===== src/rtl/uart_pkg.sv =====
// Shared UART definitions: FSM state encoding, line levels, legal parameter ranges.
// Used by both the TX serializer and the RX side.
// UART_TX_PARITY_EN adds the PARITY state to the encoding.
package uart_pkg;

  localparam logic LINE_IDLE = 1'b1;
  localparam logic START_BIT = 1'b0;

  localparam int DATA_BITS_MIN = 5;
  localparam int DATA_BITS_MAX = 9;
  localparam int STOP_BITS_MIN = 1;
  localparam int STOP_BITS_MAX = 2;

  typedef enum logic [2:0] {
    ST_IDLE   = 3'd0,
    ST_ARM    = 3'd1,
    ST_START  = 3'd2,
    ST_DATA   = 3'd3,
`ifdef UART_TX_PARITY_EN
    ST_PARITY = 3'd4,
`endif
    ST_STOP   = 3'd5
  } uart_state_e;

  // Parity over a word of up to DATA_BITS_MAX bits. Zero-extension does not change the XOR.
  function automatic logic parity_bit(input logic [DATA_BITS_MAX-1:0] word, input logic odd);
    return (^word) ^ odd;
  endfunction

endpackage


===== src/rtl/uart_tx_bit_counter.sv =====
// Data-bit counter for the TX frame: counts baud ticks while enabled, clears when disabled.
// Latency: tc_o is combinational, asserted in the tick cycle of the last data bit.
// No backpressure; the FSM bounds the count, so it never wraps.
module bit_counter_tx #(
  parameter int WIDTH = 3,
  parameter int LAST  = 7
) (
  input  logic clk_i,
  input  logic rst_i,
  input  logic en_i,
  input  logic tick_i,
  output logic tc_o
);

  localparam logic [WIDTH-1:0] LAST_C = WIDTH'(LAST);

  logic [WIDTH-1:0] cnt_q;
  logic [WIDTH-1:0] cnt_d;

  assign tc_o = en_i && tick_i && (cnt_q == LAST_C);

  // Advance on each tick while enabled, hold at the terminal value, clear when idle.
  always_comb begin
    cnt_d = cnt_q;
    if (!en_i) begin
      cnt_d = '0;
    end else if (tick_i && (cnt_q != LAST_C)) begin
      cnt_d = cnt_q + WIDTH'(1);
    end
  end

  // Count register with synchronous reset.
  always_ff @(posedge clk_i) begin
    if (rst_i) begin
      cnt_q <= '0;
    end else begin
      cnt_q <= cnt_d;
    end
  end

endmodule


===== src/rtl/uart_tx_serializer.sv =====
// UART TX serializer: start bit, DATA_BITS LSB first, optional parity (UART_TX_PARITY_EN), stop bits.
// Latency: start bit begins on the first baud tick after accept; one tick per bit, tx registered.
// Backpressure: tx_ready is low from accept until the done_tx cycle; tx_valid is ignored meanwhile.
module uart_tx_serializer #(
  parameter int DATA_BITS  = 8,
  parameter int STOP_BITS  = 1,
  parameter int PARITY_ODD = 0
) (
  input  logic                 clk,
  input  logic                 rst,
  input  logic                 baud_tick_tx,
  input  logic                 tx_valid,
  input  logic [DATA_BITS-1:0] tx_data,
  output logic                 tx_ready,
  output logic                 tx,
  output logic                 tx_busy,
  output logic                 done_tx
);

  import uart_pkg::*;

  localparam int   CNT_W     = $clog2(DATA_BITS);
  localparam logic STOP_LAST = 1'(STOP_BITS - 1);

  // Reject parameter values outside the supported frame formats at elaboration.
  if ((DATA_BITS < DATA_BITS_MIN) || (DATA_BITS > DATA_BITS_MAX) ||
      (STOP_BITS < STOP_BITS_MIN) || (STOP_BITS > STOP_BITS_MAX) ||
      (PARITY_ODD < 0) || (PARITY_ODD > 1)) begin : g_bad_param
    $error("uart_tx_serializer: unsupported DATA_BITS/STOP_BITS/PARITY_ODD");
  end

  uart_state_e          state_q;
  logic [DATA_BITS-1:0] shift_q;
  logic                 stop_cnt_q;
  logic                 tx_q;
  logic                 tx_ready_q;
  logic                 tx_busy_q;
  logic                 done_tx_q;
`ifdef UART_TX_PARITY_EN
  logic                 parity_q;
`endif

  logic data_en;
  logic data_last;

  assign data_en = (state_q == ST_DATA);

  bit_counter_tx #(
    .WIDTH (CNT_W),
    .LAST  (DATA_BITS - 1)
  ) u_bit_counter_tx (
    .clk_i  (clk),
    .rst_i  (rst),
    .en_i   (data_en),
    .tick_i (baud_tick_tx),
    .tc_o   (data_last)
  );

  // Frame FSM with registered line and handshake outputs; every non-IDLE move waits for a tick.
  always_ff @(posedge clk) begin
    if (rst) begin
      state_q    <= ST_IDLE;
      shift_q    <= '0;
      stop_cnt_q <= 1'b0;
      tx_q       <= LINE_IDLE;
      tx_ready_q <= 1'b1;
      tx_busy_q  <= 1'b0;
      done_tx_q  <= 1'b0;
`ifdef UART_TX_PARITY_EN
      parity_q   <= 1'b0;
`endif
    end else begin
      done_tx_q <= 1'b0;
      case (state_q)
        ST_IDLE: begin
          // A tick in this cycle is deliberately ignored so the start bit gets a full period.
          if (tx_valid && tx_ready_q) begin
            shift_q    <= tx_data;
            stop_cnt_q <= 1'b0;
            tx_ready_q <= 1'b0;
            tx_busy_q  <= 1'b1;
            state_q    <= ST_ARM;
`ifdef UART_TX_PARITY_EN
            parity_q   <= parity_bit(DATA_BITS_MAX'(tx_data), 1'(PARITY_ODD));
`endif
          end
        end
        ST_ARM: begin
          if (baud_tick_tx) begin
            tx_q    <= START_BIT;
            state_q <= ST_START;
          end
        end
        ST_START: begin
          if (baud_tick_tx) begin
            tx_q    <= shift_q[0];
            state_q <= ST_DATA;
          end
        end
        ST_DATA: begin
          if (baud_tick_tx) begin
            if (!data_last) begin
              shift_q <= {1'b0, shift_q[DATA_BITS-1:1]};
              tx_q    <= shift_q[1];
            end else begin
`ifdef UART_TX_PARITY_EN
              tx_q    <= parity_q;
              state_q <= ST_PARITY;
`else
              tx_q    <= LINE_IDLE;
              state_q <= ST_STOP;
`endif
            end
          end
        end
`ifdef UART_TX_PARITY_EN
        ST_PARITY: begin
          if (baud_tick_tx) begin
            tx_q    <= LINE_IDLE;
            state_q <= ST_STOP;
          end
        end
`endif
        ST_STOP: begin
          if (baud_tick_tx) begin
            if (stop_cnt_q != STOP_LAST) begin
              stop_cnt_q <= 1'b1;
            end else begin
              stop_cnt_q <= 1'b0;
              done_tx_q  <= 1'b1;
              tx_ready_q <= 1'b1;
              tx_busy_q  <= 1'b0;
              state_q    <= ST_IDLE;
            end
          end
        end
        default: begin
          tx_q       <= LINE_IDLE;
          tx_ready_q <= 1'b1;
          tx_busy_q  <= 1'b0;
          state_q    <= ST_IDLE;
        end
      endcase
    end
  end

  assign tx       = tx_q;
  assign tx_ready = tx_ready_q;
  assign tx_busy  = tx_busy_q;
  assign done_tx  = done_tx_q;

endmodule


===== config.mk =====
export PLATFORM = sky130hd
export DESIGN_NAME = uart_tx_serializer
export DESIGN_NICKNAME = d
export VERILOG_FILES = /design/src/rtl/uart_pkg.sv /design/src/rtl/uart_tx_bit_counter.sv /design/src/rtl/uart_tx_serializer.sv
export SDC_FILE = /design/constraint.sdc
export NUM_CORES = 1
export LEC_CHECK = 0
export BUFFER_PORTS_ARGS = -buffer_cell sky130_fd_sc_hd__buf_2
export CORE_MARGIN = 2
export CORE_UTILIZATION = 40
export CTS_CLUSTER_SIZE = 30
export DETAILED_ROUTE_END_ITERATION = 10
export GPL_ROUTABILITY_DRIVEN = 0
export GPL_TIMING_DRIVEN = 0
export PLACE_DENSITY = 0.6
export SKIP_LAST_GASP = 1
export SYNTH_ARGS = -nofsm -noshare
export SYNTH_HDL_FRONTEND = slang
export SYNTH_HIERARCHICAL = 1
export SYNTH_SLANG_ARGS = --single-unit

===== constraint.sdc =====
create_clock -name clk -period 2.97 [get_ports clk]
set_clock_uncertainty 0.1 [all_clocks]
set_input_delay 0.1485 -clock clk [delete_from_list [all_inputs] [get_ports clk]]
set_output_delay 0.1485 -clock clk [all_outputs]
set_load 0.01 [all_outputs]

[Word-level counts from Yosys, hierarchy flattened]
Index checks and enable logic that the tools add are counted.
Operators by class
  equal/unequal tests: 14
  reductions and logical operators: 16
  multiplexer cells: 29
  add/subtract/negate cells: 1
  bitwise gates (word level): 5
Operator list (number)
  $mux W8: 3
  $mux W3: 7
  $ne A2 B2 Y1 const B: 8
  $pmux W8 S2: 1
  $pmux W3 S5: 1
  $mux W1: 13
  $reduce_and A4 Y1: 3
  $reduce_and A7 Y1: 1
  $eq A3 B2 Y1 const B: 2
  $eq A3 B3 Y1 const B: 2
  $pmux W1 S3: 2
  $reduce_or A3 Y1: 2
  $not A1 Y1: 5
  $logic_and A1 B1 Y1: 4
  $pmux W1 S4: 1
  $reduce_bool A2 Y1: 2
  $reduce_or A2 Y1: 2
  $add A3 B1 Y3 const B: 1
  $eq A3 B1 Y1 const B: 1
  $logic_not A3 Y1: 1
  $ne A3 B3 Y1 const B: 1
  $reduce_and A3 Y1: 1
  $pmux W1 S2: 1
Storage, ports and cells
  word-level logic and storage cells: 73
  output and inout port bits: 4
  input bits: 12
  register bits after elaboration: 19

[Depth between registers and ports, before layout]
Gate-level depths: netlist of the first run.
  depth after elaboration: 6
  gate-level depth with buffers: 10
  mapped depth without buffers: 6

[By module]
The synthesis of the first run kept the hierarchy.
Modules (own cells, without submodules)
  uart_tx_serializer: area an instance 825.8 µm², seq. area each 300.3 µm², cells an instance 89, times used 1
  bit_counter_tx: area an instance 152.6 µm², seq. area each 60.1 µm², cells an instance 14, times used 1

[Worst setup path after synthesis of the first run]
Ideal clock, no wire load.
  path type: reg-to-reg
  start point: register state_q[2]
  end point: register shift_q[1]
  setup time: 0.134 ns
  arrival time: 1.727 ns
  path buffers: 4
  required time: 2.736 ns
  slack: 1.009 ns
  stages on the path, launching flop included: 11
  clock period less this slack: 1.961 ns
  cells stage by stage: dfxtp_1 buf_2 nand3b_1 buf_2 inv_1 and3_2 and4b_1 buf_2 o21ba_1 buf_6 a21oi_2
On the way
  longest elaborated chain between the ends: 5
  elaborated cells on any way between the ends: 10
RTL lines
  start, declared: RTL line uart_tx_serializer.sv:32  | uart_state_e state_q;
  start signal, assigned: RTL line uart_tx_serializer.sv:62  | state_q <= ST_IDLE;
  start signal, assigned: RTL line uart_tx_serializer.sv:82  | state_q <= ST_ARM;
  start signal, assigned: RTL line uart_tx_serializer.sv:91  | state_q <= ST_START;
  $eq A3 B2 Y1: RTL line uart_tx_serializer.sv:46  | assign data_en = (state_q == ST_DATA);
  net data_en: RTL line uart_tx_serializer.sv:43  | logic data_en;
  $logic_and A1 B1 Y1 (2 in a row): RTL line uart_tx_bit_counter.sv:20  | assign tc_o = en_i && tick_i && (cnt_q == LAST_C);
  net data_last: RTL line uart_tx_serializer.sv:44  | logic data_last;
  $ne A2 B2 Y1 (no line)
  $reduce_and A4 Y1 (no line)
  end signal, assigned: RTL line uart_tx_serializer.sv:78  | shift_q <= tx_data;
  end signal, assigned: RTL line uart_tx_serializer.sv:103  | shift_q <= {1'b0, shift_q[DATA_BITS-1:1]};
  end, declared: RTL line uart_tx_serializer.sv:33  | logic [DATA_BITS-1:0] shift_q;
The timed path passes the listed nets, and every way through them passes these cells.
A chain may end at the register's enable or synchronous reset.

[Final worst setup path of the first run]
  start point: register state_q[2]
  end point: register shift_q[2]
The elaborated chain is that of the path after synthesis.

==> results of run 1 <==
[cells by family (layout without fill, tap and decap cells)]
| family | Yosys count | in the layout | share of synthesized area |
|---|---|---|---|
| mux | 9 | 9 | 0.09208 |
| fa+ha+maj | 2 | 2 | 0.02557 |
| buf+inv | 10 | 31 | 0.05626 |
| xor+xnor | 1 | 1 | 0.008953 |
| compound gates | 31 | 31 | 0.2494 |
| simple gates | 32 | 32 | 0.1995 |
| flops | 18 | 18 | 0.3683 |
[final cells by class]
type	instances	area share
Buffer	8	0.04153
Timing Repair Buffer	17	0.08306
Sequential cell	18	0.3148
Inverter	2	0.006557
Multi-Input combinational cell	75	0.4918
Tap cell	28	0.03060
Clock buffer	4	0.03169
[per-stage QoR]
step,instance area [sq um],instances,power (mW),utilization
3_5_place_dp,1089,146,0.3783,0.4828
3_3_place_gp,1089,146,0.3759,0.4828
2_1_floorplan,978.4,103,0.3490,-
5_1_grt,1145,152,0.5562,0.5078
4_1_cts,1145,152,0.5335,0.5078
6_report,1145,152,0.5269,0.5078
[flip-flops by register name (all words and copies together) (netlist names)]
register                flops
tx_ready                    1
done_tx                     1
u_bit_counter_tx/cnt_q      3
tx_busy                     1
state_q                     3
tx                          1
shift_q                     8
[tightest hold or removal path, cell delays in order]
cell and delay (ns):
buf_2 0.07, mux2i_1 0.07, a21oi_2 0.13
[cells in the mapped netlist (all sizes together) (2+ instances only)]
master,number,share of area
nor2b,2,0.020
o311ai,7,0.063
nor3b,2,0.015
nor2,7,0.027
buf,7,0.045
nand3,2,0.010
ha,2,0.026
a21oi,10,0.078
mux2i,9,0.092
a21o,2,0.015
o21ai,4,0.024
nand2b,8,0.051
dfxtp,18,0.37
inv,2,0.0077
nand2,3,0.012
and3,2,0.014
[routing by layer]
layer | vias to the layer above | wire length [microns] | GRT usage
met4 | 0 | 48 | 0.1026
li1 | 428 | - | -
met3 | 4 | 97 | 0.03390
met1 | 396 | 959 | 0.2131
met5 | - | 0 | 0
met2 | 24 | 948 | 0.2675
[how the worst min path moves through the flow]
| stage | endpoint | slack [ns] | depth (start not counted) |
|---|---|---|---|
| after floorplan | state_q[0] | 0.12 | 1 |
| after global placement | shift_q[7] | 0.28 | 3 |
| after detailed placement | shift_q[7] | 0.29 | 3 |
| after CTS | shift_q[3] | 0.05 | 3 |
| after global routing | shift_q[3] | 0.05 | 3 |
| final | shift_q[1] | 0.06 | 3 |
[where the power goes]
group / internal (mW) / switching (mW)
Clock: 0.0748 / 0.0776
Combinational: 0.0491 / 0.0516
Sequential: 0.260 / 0.0136
[timing repair]
action                                  CTS  global route
endpoints found under the hold margin     3             0
endpoints found under the setup margin    0             0
hold buffers                              2             0
==> summary.md, run 1 <==
| Metric | Value |
|---|---|
| Number of synthesized flops with an enable pin | 0 |
| Stages on the worst setup path | 10 |
| CP startpoint | state_q[2] |
| Synth-to-Final Area Change | 17.01% |
| Max frequency | around 450 MHz |
| Worst reg-to-reg setup slack | roughly 0.73 ns |
| Reg-to-Reg End | shift_q[2] |
| Commonest non-fill, non-tap cell in the layout | buf_2 |
| Die Footprint | around 2900 sq um |
| IO Pins | 16 |
| Most frequent cells in the layout | buf_2 (20), dfxtp_1 (18), mux2i_1 (9) |
| Vias | around 850 |
| Worst VDD drop | ~0.33 mV |
| WL/cell | about 14 microns |
| Worst hold path class | in -> reg |
| Initial antenna violation count | 0 |
| Cell Area, Synth | around 1000 sq um |
| Synth Flop Type | dfxtp_1 |
| Startpoint Class | register |
| Power density over cell area | approximately 460 nW/um^2 |
| Worst slew margin | 0.7251 |
| Status | complete, no violations |
| Worst stage delay on the critical path | about 0.33 ns |
| Core area | approximately 2300 sq um |
| Critical-path cell list | buf_2 -> nand3b_1 -> buf_2 -> inv_1 -> and3_2 -> and4b_1 -> buf_2 -> o21ba_1 -> buf_6 -> a21oi_2 |
| Max-Cap Viols | 0 |
| Pleak | about 0.52 nW |
| Final setup fails | 0 |
| Bufs on Longest Clock Path | 2 |
| Rows | 17 |
| Worst-path clk slew | 0.10 ns |
| Initial DRC count | 20 |
| Cell family with most CP delay | buffers and inverters |
| Drt via density | between 5 and 6 |
| H-tree depth | 1 |
| First-pass GRT wire length | around 3.4 mm |
| DR pass1 iterations | 4 |
| Worst Tran Pin Value | 0.4072 ns |
| Fin crit share | 0.7531 |
| Final hold slack | roughly 0.058 ns |
| Storage cell area | around 360 sq um |
| R2r worst-path depth | 10 |
| GRT Total Usage | 0.1708 |
| Die Width | around 53 microns |
| CTS tree | built |
| Overflow after GRT | 0 |
| Hold_sp | tx_data[1] |
| CTS Sinks | 18 |
| Synthesized flop and latch total | 18 |
| N_diodes | 0 |
| Slew Limit Fails | 0 |
| DR DRC count | 0 |
| Crit-path max FO | 10 |
| TNS Setup | 0 ns |
| Crit Path Class | reg -> reg |
| Final WL | ~2.1 mm |
| Post-DRT Antenna Nets | 0 |
| Crit path to | shift_q[2] |
| Syn nets | between 100 and 150 |
| Fill count | between 200 and 250 |
| Number of CTS-inserted buffers | 3 |
| RSZ-0062 raised after global routing | no |
| Vias in the first global route | 789 |
| Async set or reset register ratio after synthesis | 0 |
| Yosys warnings | 6 |
| Multi-input logic area | between 500 and 600 sq um |
| Die height | between 50 and 60 microns |
| CTS root buf | clkbuf_4 |
| Crit path DAT | 2.32 ns |
| Seq/Total Area, Yosys | 0.3683 |
| Critical path required time | between 3 and 4 ns |
| Post-CTS setup buffers | 0 |
| Tmin final | 2.237 ns |
| Skew-Pair Late Insertion Delay | approximately 0.3 ns |
| CP bufs+invs | 5 |
| Top cell by count, worst path | buf_2 |
| Post_cts resized | 0 |
| Final setup slack of the worst path | 0.7332 ns |
| Pre-CTS WS | 0.7553 ns |
| Syn_area_per_cell | between 9 and 10 sq um |
| Initial Util | 0.4340 |
| CP Capture Type | register |
| Fraction of layout cells with a size suffix above 1 | 0.2903 |
| Post-DP HPWL | between 1 and 1.5 mm |
| Fin. Hold Viols | 0 |
| Gate count after technology mapping | a little over 100 |
| Nets | 139 |
| Max stage delay cell, worst path | dfxtp_1 |
| Largest net degree at the start of global routing | 11 |
| Port bufs | 15 |
| Synth cell types | 39 |
| RR Startpoint | state_q[2] |
(Power assumes the default switching activity.)
==> inputs of run 2 (changes only) <==
--- a/config.mk
+++ b/config.mk
@@ -12,7 +12,7 @@
 export DETAILED_ROUTE_END_ITERATION = 10
 export GPL_ROUTABILITY_DRIVEN = 0
 export GPL_TIMING_DRIVEN = 0
-export PLACE_DENSITY = 0.6
+export PLACE_DENSITY = 0.62
 export SKIP_LAST_GASP = 1
 export SYNTH_ARGS = -nofsm -noshare
 export SYNTH_HDL_FRONTEND = slang
==> constraint.sdc (replaced) <==
create_clock -name clk -period 1.8 [get_ports clk]
set_clock_uncertainty 0.1 [all_clocks]
set_input_delay 0.09 -clock clk [delete_from_list [all_inputs] [get_ports clk]]
set_output_delay 0.09 -clock clk [all_outputs]
set_load 0.01 [all_outputs]
==> summary.md, run 2 (synthesized netlist as in run 1, its figures left out) <==
| Metric | Value |
|---|---|
| Core area | 2255 sq um (unchanged) |
| Power Total | 913.0 uW (+73%) |
| Logic pwr share | 0.211 (+0.020) |
| Die height | 53.46 microns (unchanged) |
| CTS root buf | clkbuf_4 |
| Initial DRC count | 22 (+10%) |
| Worst VDD drop | 0.4222 mV (+29%) |
| Most frequent cells in the layout | buf_2 (17), dfxtp_1 (16), mux2i_1 (9), dlygate4sd3_1 (9) |
| RSZ-0062 raised after global routing | yes |
| DR pass1 iterations | 4 (unchanged) |
| N_diodes | 0 (unchanged) |
| CP Capture Type | register |
| Worst-path clk slew | 0.11 ns (about the same) |
| Sw power | 258.5 uW (+81%) |
| Number of CTS-inserted buffers | 3 (unchanged) |
| Fraction of layout cells with a size suffix above 1 | 0.3796 (+0.08924) |
| Switching part of the total | 0.2831 (+0.01228) |
| Rows | 17 (unchanged) |
| Final setup slack of the worst path | -0.01007 ns (-0.7433 ns) |
| Max FFs per register | 8 (unchanged) |
| Fin. Hold Viols | 0 (unchanged) |
| Slew Limit Fails | 0 (unchanged) |
| Overflow after GRT | 0 (unchanged) |
| Critical path required time | 1.91 ns (-1.14 ns) |
| Vias in the first global route | 849 (+7.6%) |
| Largest net degree at the start of global routing | 11 (unchanged) |
| Pleak | 0.5872 nW (+12%) |
| CP bufs+invs | 4 (-1) |
| Max-Cap Viols | 0 (unchanged) |
| H-tree depth | 1 (unchanged) |
| Biggest regs | shift_q (8), state_q (3), u_bit_counter_tx/cnt_q (3) |
| Pre-CTS WS | -0.1513 ns (-0.9066 ns) |
| Final setup fails | 8 (+8) |
| Vias | 918 (+7.7%) |
| Worst hold path class | in -> reg |
| Crit Path Class | reg -> reg |
| CTS tree | built |
| Drt via density | 5.564 (-0.74%) |
| Power density over cell area | 686.5 nW/um^2 (+49%) |
| Nets | 152 (+9.4%) |
| Die Width | 53.46 microns (unchanged) |
| Placed insts | 146 (unchanged) |
| Clk pwr share | 0.288 (about the same) |
| GRT Total Usage | 0.1900 (+0.01921) |
| Worst slew margin | 0.7397 (+0.01458) |
| Top cell by count, worst path | buf_6 |
| Non-Filler Instances | 165 (+8.6%) |
| Initial Util | 0.4340 (unchanged) |
| Fin crit share | 1.006 (+0.2525) |
| Most flop-heavy register | shift_q |
| Post-DP HPWL | 1.387 mm (-3.7%) |
| WL/cell | 13.46 microns (-0.34%) |
| DR DRC count | 0 (unchanged) |
| TNS Setup | -0.05131 ns (-0.05131 ns) |
| Fill count | 213 (-9.7%) |
| Post-Place Cell Area | 1111 sq um (+2.1%) |
| Commonest non-fill, non-tap cell in the layout | buf_2 |
| Crit path DAT | 1.92 ns (-0.40 ns) |
| Internal power | 654.5 uW (+70%) |
| Cell family with most CP delay | simple AND/OR/NAND/NOR gates |
| IO Pins | 16 (unchanged) |
| Tmin final | 1.810 ns (-0.4267 ns) |
| Bufs on Longest Clock Path | 2 (unchanged) |
| Skew-Pair Late Insertion Delay | 0.31 ns (about the same) |
| Max stage delay cell, worst path | dfxtp_2 |
| Worst stage delay on the critical path | 0.34 ns (about the same) |
| Synth-to-Final Area Change | 35.93% |
| Status | finished, violations left |
| First-pass GRT wire length | 3.857 mm (+12%) |
| Final hold slack | 0.02743 ns (-0.03009 ns) |
| Sequential share of power | 0.500 (-0.020) |
| Post-layout util | 0.5899 (+0.08213) |
| Failing checks | setup timing |
| Post-DRT Antenna Nets | 0 (unchanged) |
| Port bufs | 15 (unchanged) |
| Crit-path max FO | 8 (-2) |
| Worst Tran Pin Value | 0.3901 ns (-0.01712 ns) |
| Max frequency | 552.5 MHz (+24%) |
| Final WL | 2.221 mm (+8.2%) |
| Die Footprint | 2858 sq um (unchanged) |
| CTS Sinks | 18 (unchanged) |
| Initial antenna violation count | 0 (unchanged) |
| Critical-path cell list | buf_6 -> nand3b_1 -> buf_6 -> inv_4 -> and3_4 -> and4b_1 -> buf_6 -> o311ai_1 -> a21oi_2 |
| Startpoint Class | register |
| Post-Layout Inst Area | 1330 sq um (+16%) |
## run 2: cell types whose count changed in the layout (fill, tap and decap cells not counted), sizes merged
cell and delta:
buf +6, dlygate4sd3 +7
## run 2: per-layer routing
| layer | up-vias | share of wire | GRT usage | routed length [microns] |
|---|---|---|---|---|
| met2 | 21 | 0.46 | 0.2840 | 1024 |
| met1 | 441 | 0.48 | 0.2551 | 1077 |
| met3 | 6 | 0.032 | 0.03390 | 70 |
| li1 | 450 | - | - | - |
| met4 | 0 | 0.022 | 0.1026 | 49 |
| met5 | - | 0 | 0 | 0 |
## run 2: power groups by stage
stage                     registers (mW)  logic, mW  clock network, mW
after floorplan                    0.458      0.123                  0
after CTS                          0.454      0.190              0.269
after detailed placement           0.461      0.167                  0
after global routing               0.461      0.213              0.283
final                              0.457      0.193              0.263
after global placement             0.460      0.164                  0
## run 2: layout make-up
type | instances | area [sq um] | share of cell area
Clock buffer | 4 | 36.28 | 0.02728
Tap cell | 28 | 35.03 | 0.02634
Multi-Input combinational cell | 75 | 613.1 | 0.4610
Timing Repair Buffer | 31 | 217.7 | 0.1637
Inverter | 2 | 10.01 | 0.007526
Buffer | 7 | 55.05 | 0.04139
Sequential cell | 18 | 362.8 | 0.2728
## run 2: final timing paths
| kind | from | endpoint | slack, ns | cells after the start |
|---|---|---|---|---|
| worst max-delay path | state_q[2] | shift_q[3] | -0.01 | 9 |
| worst min-delay path | baud_tick_tx | done_tx | 0.03 | 3 |
| worst max register to register | state_q[2] | shift_q[3] | -0.01 | 9 |
| worst min register to register | shift_q[7] | shift_q[7] | 0.38 | 2 |
## run 2: worst min-delay path: cells and delay by family
kind                   cells  cell delay, ns
buffers and inverters      1            0.16
and+or+nand+nor            2            0.15
## run 2: repair_timing
action,CTS,global route
buffers inserted,6,1
hold buffers,9,0
endpoints found under the setup margin,8,8
pin swaps,1,0
resized for setup,8,2
endpoints found under the hold margin,11,0
